File: src/rtl/fir_pkg.sv
`default_nettype none
// +----------------------------------------------------------------------------+
// | Package     : fir_pkg                                                      |
// | Description : Shared constants, sample type and saturation helpers for     |
// |               the FIR output path.                                         |
// | Revision    : 1.0 - initial release                                        |
// +----------------------------------------------------------------------------+
package fir_pkg;

  // Default accumulator and output sample widths.
  localparam int c_n3    = 32;
  localparam int c_out_w = 16;

  // Signed output sample at the default width.
  typedef logic signed [c_out_w-1:0] sample_t;

  // Largest and smallest two's-complement values of a w-bit signed number,
  // returned at 64 bits so callers can size them to their own datapath.
  function automatic logic signed [63:0] sat_hi(input int w);
    return (64'sd1 <<< (w - 1)) - 64'sd1;
  endfunction

  function automatic logic signed [63:0] sat_lo(input int w);
    return -(64'sd1 <<< (w - 1));
  endfunction

  // Saturation limits at the default output width.
  localparam sample_t c_sat_max = sample_t'(sat_hi(c_out_w));
  localparam sample_t c_sat_min = sample_t'(sat_lo(c_out_w));

endpackage
`default_nettype wire

File: src/rtl/fir_out_quantizer_if.sv
`default_nettype none
// +----------------------------------------------------------------------------+
// | Interface   : fir_out_quantizer_if                                         |
// | Description : Sample strobe from the filter and valid/ready stream to the  |
// |               sink, bundled for the output quantizer.                      |
// |   in_valid  : one-cycle strobe per filtered sample                         |
// |   in_data   : signed accumulator sample (N3 bits)                          |
// |   out_valid : head-of-FIFO sample available                                |
// |   out_ready : sink accepts out_data this cycle                             |
// |   out_data  : signed output sample (OUT_W bits)                            |
// |   master    : filter/sink side; slave : quantizer side                     |
// | Revision    : 1.0 - initial release                                        |
// +----------------------------------------------------------------------------+
interface fir_out_quantizer_if
  import fir_pkg::*;
#(
  parameter int N3    = c_n3,
  parameter int OUT_W = c_out_w
);
  logic                    in_valid;
  logic signed [N3-1:0]    in_data;
  logic                    out_valid;
  logic                    out_ready;
  logic signed [OUT_W-1:0] out_data;

  modport master (
    output in_valid, in_data, out_ready,
    input  out_valid, out_data
  );

  modport slave (
    input  in_valid, in_data, out_ready,
    output out_valid, out_data
  );
endinterface
`default_nettype wire

File: src/rtl/fir_sync_fifo.sv
`default_nettype none
// +----------------------------------------------------------------------------+
// | Module      : fir_sync_fifo                                                |
// | Description : Single-clock FIFO, DEPTH entries (power of two, >= 2).       |
// |               Read data is the word at the read pointer (no bypass), so a  |
// |               write into an empty FIFO becomes visible the next cycle.     |
// |               A write while full is accepted only if a read happens in     |
// |               the same cycle.                                              |
// |   clk, rst  : clock, asynchronous active-high reset (clears memory too)    |
// |   wr_en     : write request;  wr_data : write word                         |
// |   rd_en     : read request (ignored when empty)                            |
// |   rd_data   : head word;  full / empty : occupancy flags                   |
// |   wr_accept : the write request was taken this cycle                       |
// | Revision    : 1.0 - initial release                                        |
// +----------------------------------------------------------------------------+
module fir_sync_fifo #(
  parameter int DEPTH = 4,
  parameter int W     = 16
) (
  input  wire          clk,
  input  wire          rst,
  input  wire          wr_en,
  input  wire  [W-1:0] wr_data,
  input  wire          rd_en,
  output logic [W-1:0] rd_data,
  output logic         full,
  output logic         empty,
  output logic         wr_accept
);
  localparam int c_aw = $clog2(DEPTH);

  // Pointers carry one extra bit: equal low bits with differing top bits
  // means full, fully equal means empty.
  logic [c_aw:0] r_wr_ptr;
  logic [c_aw:0] r_rd_ptr;
  logic [W-1:0]  r_mem [DEPTH];
  logic          w_do_rd;

  assign empty     = (r_wr_ptr == r_rd_ptr);
  assign full      = (r_wr_ptr[c_aw] != r_rd_ptr[c_aw]) &&
                     (r_wr_ptr[c_aw-1:0] == r_rd_ptr[c_aw-1:0]);
  assign w_do_rd   = rd_en & ~empty;
  // When full, the slot being written is the one being read this cycle;
  // the read sees the old word before the edge, so both may proceed.
  assign wr_accept = wr_en & (~full | w_do_rd);
  assign rd_data   = r_mem[r_rd_ptr[c_aw-1:0]];

  always_ff @(posedge clk or posedge rst) begin
    if (rst) begin
      r_wr_ptr <= '0;
      r_rd_ptr <= '0;
      for (int i = 0; i < DEPTH; i++) begin
        r_mem[i] <= '0;
      end
    end else begin
      if (wr_accept) begin
        r_mem[r_wr_ptr[c_aw-1:0]] <= wr_data;
        r_wr_ptr                  <= r_wr_ptr + 1'b1;
      end
      if (w_do_rd) begin
        r_rd_ptr <= r_rd_ptr + 1'b1;
      end
    end
  end
endmodule
`default_nettype wire

File: src/rtl/fir_out_quantizer.sv
`default_nettype none
// +----------------------------------------------------------------------------+
// | Module      : fir_out_quantizer                                            |
// | Description : FIR output stage. Decimates the accumulator stream by DECIM, |
// |               rounds half-up, shifts right by SHIFT, reduces to OUT_W bits |
// |               and queues results in a DEPTH-entry FIFO toward the sink.    |
// |               The filter is never stalled: a result that finds the FIFO    |
// |               full (with no read that cycle) is dropped and overrun set.   |
// |   clk, rst  : clock, asynchronous active-high reset                        |
// |   bus       : fir_out_quantizer_if.slave (in_valid/in_data from filter,    |
// |               out_valid/out_ready/out_data to sink)                        |
// |   overrun   : sticky, a kept sample was dropped                            |
// |   sat_cnt   : saturating count of clipped samples (holds at 255)           |
// | Build macro : FIR_OUTQ_SAT_EN - defined: clip to OUT_W range and count;    |
// |               undefined: keep low OUT_W bits (wrap), sat_cnt tied to 0.    |
// | Revision    : 1.0 - initial release                                        |
// +----------------------------------------------------------------------------+
module fir_out_quantizer
  import fir_pkg::*;
#(
  parameter int N3    = c_n3,
  parameter int OUT_W = c_out_w,
  parameter int SHIFT = 8,
  parameter int DECIM = 4,
  parameter int DEPTH = 4
) (
  input  wire               clk,
  input  wire               rst,
  fir_out_quantizer_if.slave bus,
  output logic              overrun,
  output logic [7:0]        sat_cnt
);
  // Rounding is done one bit wider than the input so the half-LSB add
  // cannot overflow.
  localparam int c_r_w  = N3 + 1;
  localparam int c_ph_w = (DECIM > 1) ? $clog2(DECIM) : 1;
  localparam logic signed [c_r_w-1:0] c_half = c_r_w'(64'd1 << (SHIFT - 1));

  logic [c_ph_w-1:0]        r_ph;
  logic                     w_keep;
  logic signed [c_r_w-1:0]  w_sum;
  logic signed [c_r_w-1:0]  w_r;
  logic [OUT_W-1:0]         w_red;
  logic [OUT_W-1:0]         r_q;
  logic                     r_q_v;
  logic                     r_overrun;
  logic                     w_full;
  logic                     w_empty;
  logic                     w_wr_accept;
  logic [OUT_W-1:0]         w_rd_data;

  // ---------------------------------------------------------------- decimation
  assign w_keep = bus.in_valid && (r_ph == '0);

  always_ff @(posedge clk or posedge rst) begin
    if (rst) begin
      r_ph <= '0;
    end else if (bus.in_valid) begin
      r_ph <= (r_ph == c_ph_w'(DECIM - 1)) ? '0 : r_ph + 1'b1;
    end
  end

  // ------------------------------------------------------------ round + shift
  assign w_sum = $signed({bus.in_data[N3-1], bus.in_data}) + c_half;
  assign w_r   = w_sum >>> SHIFT;

  // ---------------------------------------------------------- range reduction
`ifdef FIR_OUTQ_SAT_EN
  localparam logic signed [c_r_w-1:0] c_hi = c_r_w'(sat_hi(OUT_W));
  localparam logic signed [c_r_w-1:0] c_lo = c_r_w'(sat_lo(OUT_W));

  logic       w_clip_hi;
  logic       w_clip_lo;
  logic [7:0] r_sat_cnt;

  assign w_clip_hi = (w_r > c_hi);
  assign w_clip_lo = (w_r < c_lo);
  assign w_red     = w_clip_hi ? c_hi[OUT_W-1:0] :
                     w_clip_lo ? c_lo[OUT_W-1:0] : w_r[OUT_W-1:0];

  always_ff @(posedge clk or posedge rst) begin
    if (rst) begin
      r_sat_cnt <= '0;
    end else if (w_keep && (w_clip_hi || w_clip_lo) && (r_sat_cnt != 8'hFF)) begin
      r_sat_cnt <= r_sat_cnt + 8'd1;
    end
  end

  assign sat_cnt = r_sat_cnt;
`else
  // Two's-complement wrap: the bits above OUT_W are intentionally discarded.
  logic w_unused_r_hi;
  assign w_unused_r_hi = ^w_r[c_r_w-1:OUT_W];
  assign w_red         = w_r[OUT_W-1:0];
  assign sat_cnt       = 8'd0;
`endif

  // ----------------------------------------------------------- stage register
  always_ff @(posedge clk or posedge rst) begin
    if (rst) begin
      r_q   <= '0;
      r_q_v <= 1'b0;
    end else begin
      r_q_v <= w_keep;
      if (w_keep) begin
        r_q <= w_red;
      end
    end
  end

  // -------------------------------------------------------------- output FIFO
  fir_sync_fifo #(
    .DEPTH (DEPTH),
    .W     (OUT_W)
  ) u_fifo (
    .clk       (clk),
    .rst       (rst),
    .wr_en     (r_q_v),
    .wr_data   (r_q),
    .rd_en     (bus.out_ready),
    .rd_data   (w_rd_data),
    .full      (w_full),
    .empty     (w_empty),
    .wr_accept (w_wr_accept)
  );

  assign bus.out_valid = ~w_empty;
  assign bus.out_data  = w_rd_data;

  // A pending result that the FIFO refused is a lost sample.
  always_ff @(posedge clk or posedge rst) begin
    if (rst) begin
      r_overrun <= 1'b0;
    end else if (r_q_v && !w_wr_accept) begin
      r_overrun <= 1'b1;
    end
  end

  assign overrun = r_overrun;

  logic w_unused_full;
  assign w_unused_full = w_full;
endmodule
`default_nettype wire

File: src/flat_wrapper.sv
// flat-port wrapper written by rule: the top's interface ports become plain ports
module fir_out_quantizer_flat import fir_pkg::*;
#(
  parameter int N3    = c_n3,
  parameter int OUT_W = c_out_w,
  parameter int SHIFT = 8,
  parameter int DECIM = 4,
  parameter int DEPTH = 4
)
  (clk, rst, overrun, sat_cnt, bus_in_valid, bus_in_data, bus_out_ready, bus_out_valid, bus_out_data);
  fir_out_quantizer_if #(.N3(N3), .OUT_W(OUT_W)) bus_i ();
  input  wire clk;
  input  wire rst;
  output logic overrun;
  output logic [7:0] sat_cnt;
  input wire logic [$bits(bus_i.in_valid)-1:0] bus_in_valid;
  input wire logic [$bits(bus_i.in_data)-1:0] bus_in_data;
  input wire logic [$bits(bus_i.out_ready)-1:0] bus_out_ready;
  output wire logic [$bits(bus_i.out_valid)-1:0] bus_out_valid;
  output wire logic [$bits(bus_i.out_data)-1:0] bus_out_data;
  assign bus_i.in_valid = bus_in_valid;
  assign bus_i.in_data = bus_in_data;
  assign bus_i.out_ready = bus_out_ready;
  assign bus_out_valid = bus_i.out_valid;
  assign bus_out_data = bus_i.out_data;
  fir_out_quantizer #(.N3(N3), .OUT_W(OUT_W), .SHIFT(SHIFT), .DECIM(DECIM), .DEPTH(DEPTH)) u_core (.clk(clk), .rst(rst), .bus(bus_i), .overrun(overrun), .sat_cnt(sat_cnt));
endmodule
File: config.mk
export PLATFORM = sky130hd
export DESIGN_NAME = fir_out_quantizer_flat
export DESIGN_NICKNAME = d
export VERILOG_FILES = /design/src/rtl/fir_pkg.sv /design/src/rtl/fir_out_quantizer_if.sv /design/src/rtl/fir_sync_fifo.sv /design/src/rtl/fir_out_quantizer.sv /design/src/flat_wrapper.sv
export SDC_FILE = /design/constraint.sdc
export NUM_CORES = 1
export LEC_CHECK = 0
export CAP_MARGIN = 20
export CELL_PAD_IN_SITES_DETAIL_PLACEMENT = 2
export CELL_PAD_IN_SITES_GLOBAL_PLACEMENT = 2
export CORE_MARGIN = 1
export CORE_UTILIZATION = 37
export DETAILED_ROUTE_END_ITERATION = 10
export PLACE_DENSITY = 0.79
export SETUP_SLACK_MARGIN = 0.4
export SLEW_MARGIN = 30
export SYNTH_ARGS = -nofsm -noshare
export SYNTH_HDL_FRONTEND = slang
export SYNTH_SLANG_ARGS = --single-unit
File: constraint.sdc
create_clock -name clk -period 6 [get_ports clk]
set_input_delay 1.8 -clock clk [delete_from_list [all_inputs] [get_ports clk]]
set_output_delay 1.8 -clock clk [all_outputs]
set_load 0.05 [all_outputs]
==> flow_metrics.tcl <==
set metrics [dict create \
    netSwitchingFraction_pct 39.5 \
    final_hold_viol_count 0 \
    avgRoutedWirePerCell_um 19.4 \
    grt_pass1_vias 2934 \
    finalWirelength_mm 9.64 \
    share_seq_of_total_power_pct 37.0 \
    power.share.clock_pct 18.3 \
    period_minus_slack_ns 4.57 \
    critical_path.top_delay_family "buffers and inverters" \
    violations "DRC" \
    gpl.final_weighted_congestion 0.667 \
    finClkSkew_ns 0.0127 \
    critical_path.n_buffers_inverters 2 \
    clkTransAtPathRegs_ns 0.06 \
    period_share_pct 76.1 \
    netlist.top_cell.by_area "dfrtp_1" \
    synth_cell_area_um2 4430 \
    worst_hold_path_type "flop to flop" \
    cts_repair_resize_count 0 \
    global_route.usage.total_pct 16.9 \
    layout-drive-gt1-share_pct 29.1 \
    finalSetupViolCount 0 \
    io_pins 62 \
    ctsRootBufferMaster "clkbuf_16" \
    synth.lib_cells_used.distinct 30 \
    max_clock_freq_mhz 219 \
    worst_setup_path_start_kind "flop" \
    die_height_um 111 \
    slew_headroom_pct 38.0 \
    grt_start_max_net_pins 63 \
    synth_warnings 0 \
    critical-path-max-stage-delay_ns 0.86 \
    start_util_pct 38.3 \
    drt_first_iter_violations 52 \
    via_count 2582 \
    global_route.overflow_total 0 \
    firstDrtPassIters 7 \
    yosysTopAreaCellShare_pct 50.8 \
    number_of_standard_cell_rows_in_the_floorplan 39 \
    required_ns 4.20 \
    crit_chain "buf_4 > mux4_2 > clkdlybuf4s50_1" \
    setup.reg_to_reg.worst_slack_ns 3.36 \
    die_x_um 111 \
    post_cts_hold_buffer_count 0 \
    core_um2 11600 \
    dp_hpwl_mm 6.65 \
    tritoncts.num_buffers 9 \
    clock_tree.buffer_depth 2 \
    postCtsSetupBuffers 0 \
    totalNegativeSetupSlack_ns 0 \
    run_status "finished with violations" \
    grt_antenna_before_repair 0 \
    post_synth.cell_area_avg_um2 14.3 \
    synthToLayoutAreaGrowth_pct 17.2 \
    design.die.area_um2 12400 \
    worst_slew_pin_slew_ns 0.930 \
    grt_setup_unrepaired "false" \
    internal-power_mw 1.87 \
    n_fill_cell 1145 \
    maximum_resistive_drop_on_vdd_uv 169 \
    buffer_ports.inserted 38 \
    antenna-diode-count 0 \
    setup.worst_path.class "flop to primary output" \
    share_comb_of_total_power_pct 44.7 \
    utilization_pct 44.9 \
    worst-path-max-fanout 14 \
    static-leakage-power_nw 2.46 \
    drc_errors 2 \
    route.detailed.vias_per_inst 5.20 \
    syn-instance-count 310 \
    p_sw_mw 1.22 \
    synth_area_leaders "dfrtp_1, mux2_4, mux2_2, mux4_2, xnor2_1" \
    ys_seq_area_share_pct 50.8 \
    tritoncts_clock_tree "yes" \
    report.final.slew_viol_count 0 \
    layout.nets 393 \
    placed_area_um2 4890 \
    clk-insertion-delay-late_ns 0.34 \
    stdcell_area_um2 5190 \
    timing.critical_path.slowest_stage_cell "dfrtp_1" \
    timing.critical_path.to_type "primary output" \
    clock-sinks 90 \
    critPathArrivalTime_ns 2.77 \
    global_route_wire_length_before_repair_mm 16.0 \
    pwr_density_cell_nw_per_um2 596 \
    route.antenna.remaining_nets 0 \
    drv.max_cap_violation_count 0 \
    cts_htree_levels 3 \
    yosys_register_bits 90 \
]
## worst paths after layout
path                                                       end  cells after the start                                   from
max                                            bus_out_data[9]                      3  u_core.u_fifo.r_rd_ptr[0]$_DFFE_PP0P_
min                                 u_core.overrun$_DFFE_PP0P_                      1             u_core.overrun$_DFFE_PP0P_
max reg2reg                 u_core.u_fifo.r_mem[8]$_DFFE_PP0P_                      5  u_core.u_fifo.r_rd_ptr[0]$_DFFE_PP0P_
min reg2reg                         u_core.overrun$_DFFE_PP0P_                      1             u_core.overrun$_DFFE_PP0P_
max in group asynchronous  u_core.u_fifo.r_mem[21]$_DFFE_PP0P_                      3                                    rst
min in group asynchronous  u_core.u_fifo.r_mem[18]$_DFFE_PP0P_                      2                                    rst
## cells by family after synthesis
family / share of synthesized area [%]
buffers and inverters: 4.35
adder cells (fa/ha/maj): 2.26
XOR/XNOR: 4.49
other: 0.0846
flip-flops: 50.8
multiplexers: 28.6
AND/OR/NAND/NOR: 6.07
AO/OA/AOI/OAI: 3.33
## worst reg2reg max path: stages, from the launching register on
cell and delay, ns:
dfrtp_1 0.86, buf_4 0.34, xnor2_2 0.13, a41oi_4 0.48, nand2_4 0.32, mux2_4 0.40
## cell usage in the layout, fill, tap and decap left out
master / instances
and3_1: 2
nand2_1: 23
xnor2_2: 2
mux2_2: 27
a21oi_1: 1
nor4_1: 4
clkinv_4: 1
mux4_1: 5
buf_4: 2
a41o_1: 1
a31oi_1: 1
ha_1: 8
clkinvlp_4: 1
mux2_4: 39
nor3_1: 4
mux4_2: 11
dfrtp_1: 90
a221o_1: 1
bufinv_16: 1
nor2_1: 7
inv_6: 3
nand4_1: 3
clkdlybuf4s50_1: 38
nand2_4: 4
conb_1: 8
o21ai_0: 16
a41oi_4: 1
clkinv_2: 2
clkbuf_16: 9
xnor2_1: 16
a211o_1: 1
inv_1: 12
nand3_1: 7
xor2_1: 3
## per-layer routing
| layer | wire (um) | GRT usage [%] | vias to the layer above |
|---|---|---|---|
| met1 | 4220 | 21.4 | 1363 |
| met5 | 0 | 0 | - |
| met3 | 185 | 2.29 | 11 |
| met2 | 5120 | 29.9 | 40 |
| met4 | 125 | 5.41 | 0 |
| li1 | - | - | 1168 |
## cells in the mapped netlist, drive strengths merged
cell type and n:
o21ai 16, a211o 1, xnor2 18, nand4 3, a221o 1, a41o 1, nor4 4, a31oi 1
buf 15, inv 13, xor2 3, a21oi 1, conb 1, nor2 7, dfrtp 90, nand3 7
nand2 27, clkbuf 4, nor3 4, mux4 16, ha 8, mux2 66, and3 2, a41oi 1
## per-stage QoR
step / power [mW] / hold slack, ns / cells / setup slack (ns)
2_1_floorplan: 2.14 / 0.471 / 317 / 1.86
3_3_place_gp: 2.48 / 0.451 / 481 / 1.69
3_5_place_dp: 2.56 / 0.459 / 481 / 1.71
4_1_cts: 3.15 / 0.473 / 497 / 1.34
5_1_grt: 3.27 / 0.520 / 497 / 1.25
6_report: 3.10 / 0.466 / 497 / 1.43
## sequential cells by signal, summed over array words and instances, names as in the netlist
name / cells
u_core.overrun: 1
u_core.r_ph: 2
u_core.r_q: 16
u_core.r_q_v: 1
u_core.u_fifo.r_mem: 64
u_core.u_fifo.r_rd_ptr: 3
u_core.u_fifo.r_wr_ptr: 3
## area by class of cell
class	count	area, um2	share of cell area, %
tap	143	179	3.44
timing repair buffer	40	395	7.61
multi-input combinational	195	2010	38.8
clock buffer	9	225	4.34
inverter	13	53.8	1.04
clock inverter	7	73.8	1.42
sequential	90	2250	43.4
## power by group through the flow
stage          Clock [mW]  Combinational, mW  Sequential, mW
4_1_cts             0.580               1.41            1.15
2_1_floorplan           0               1.12            1.02
6_report            0.566               1.38            1.15
3_5_place_dp            0               1.40            1.15
3_3_place_gp            0               1.35            1.12
5_1_grt             0.599               1.47            1.19
Note: power is estimated with default switching activity, not from simulation.
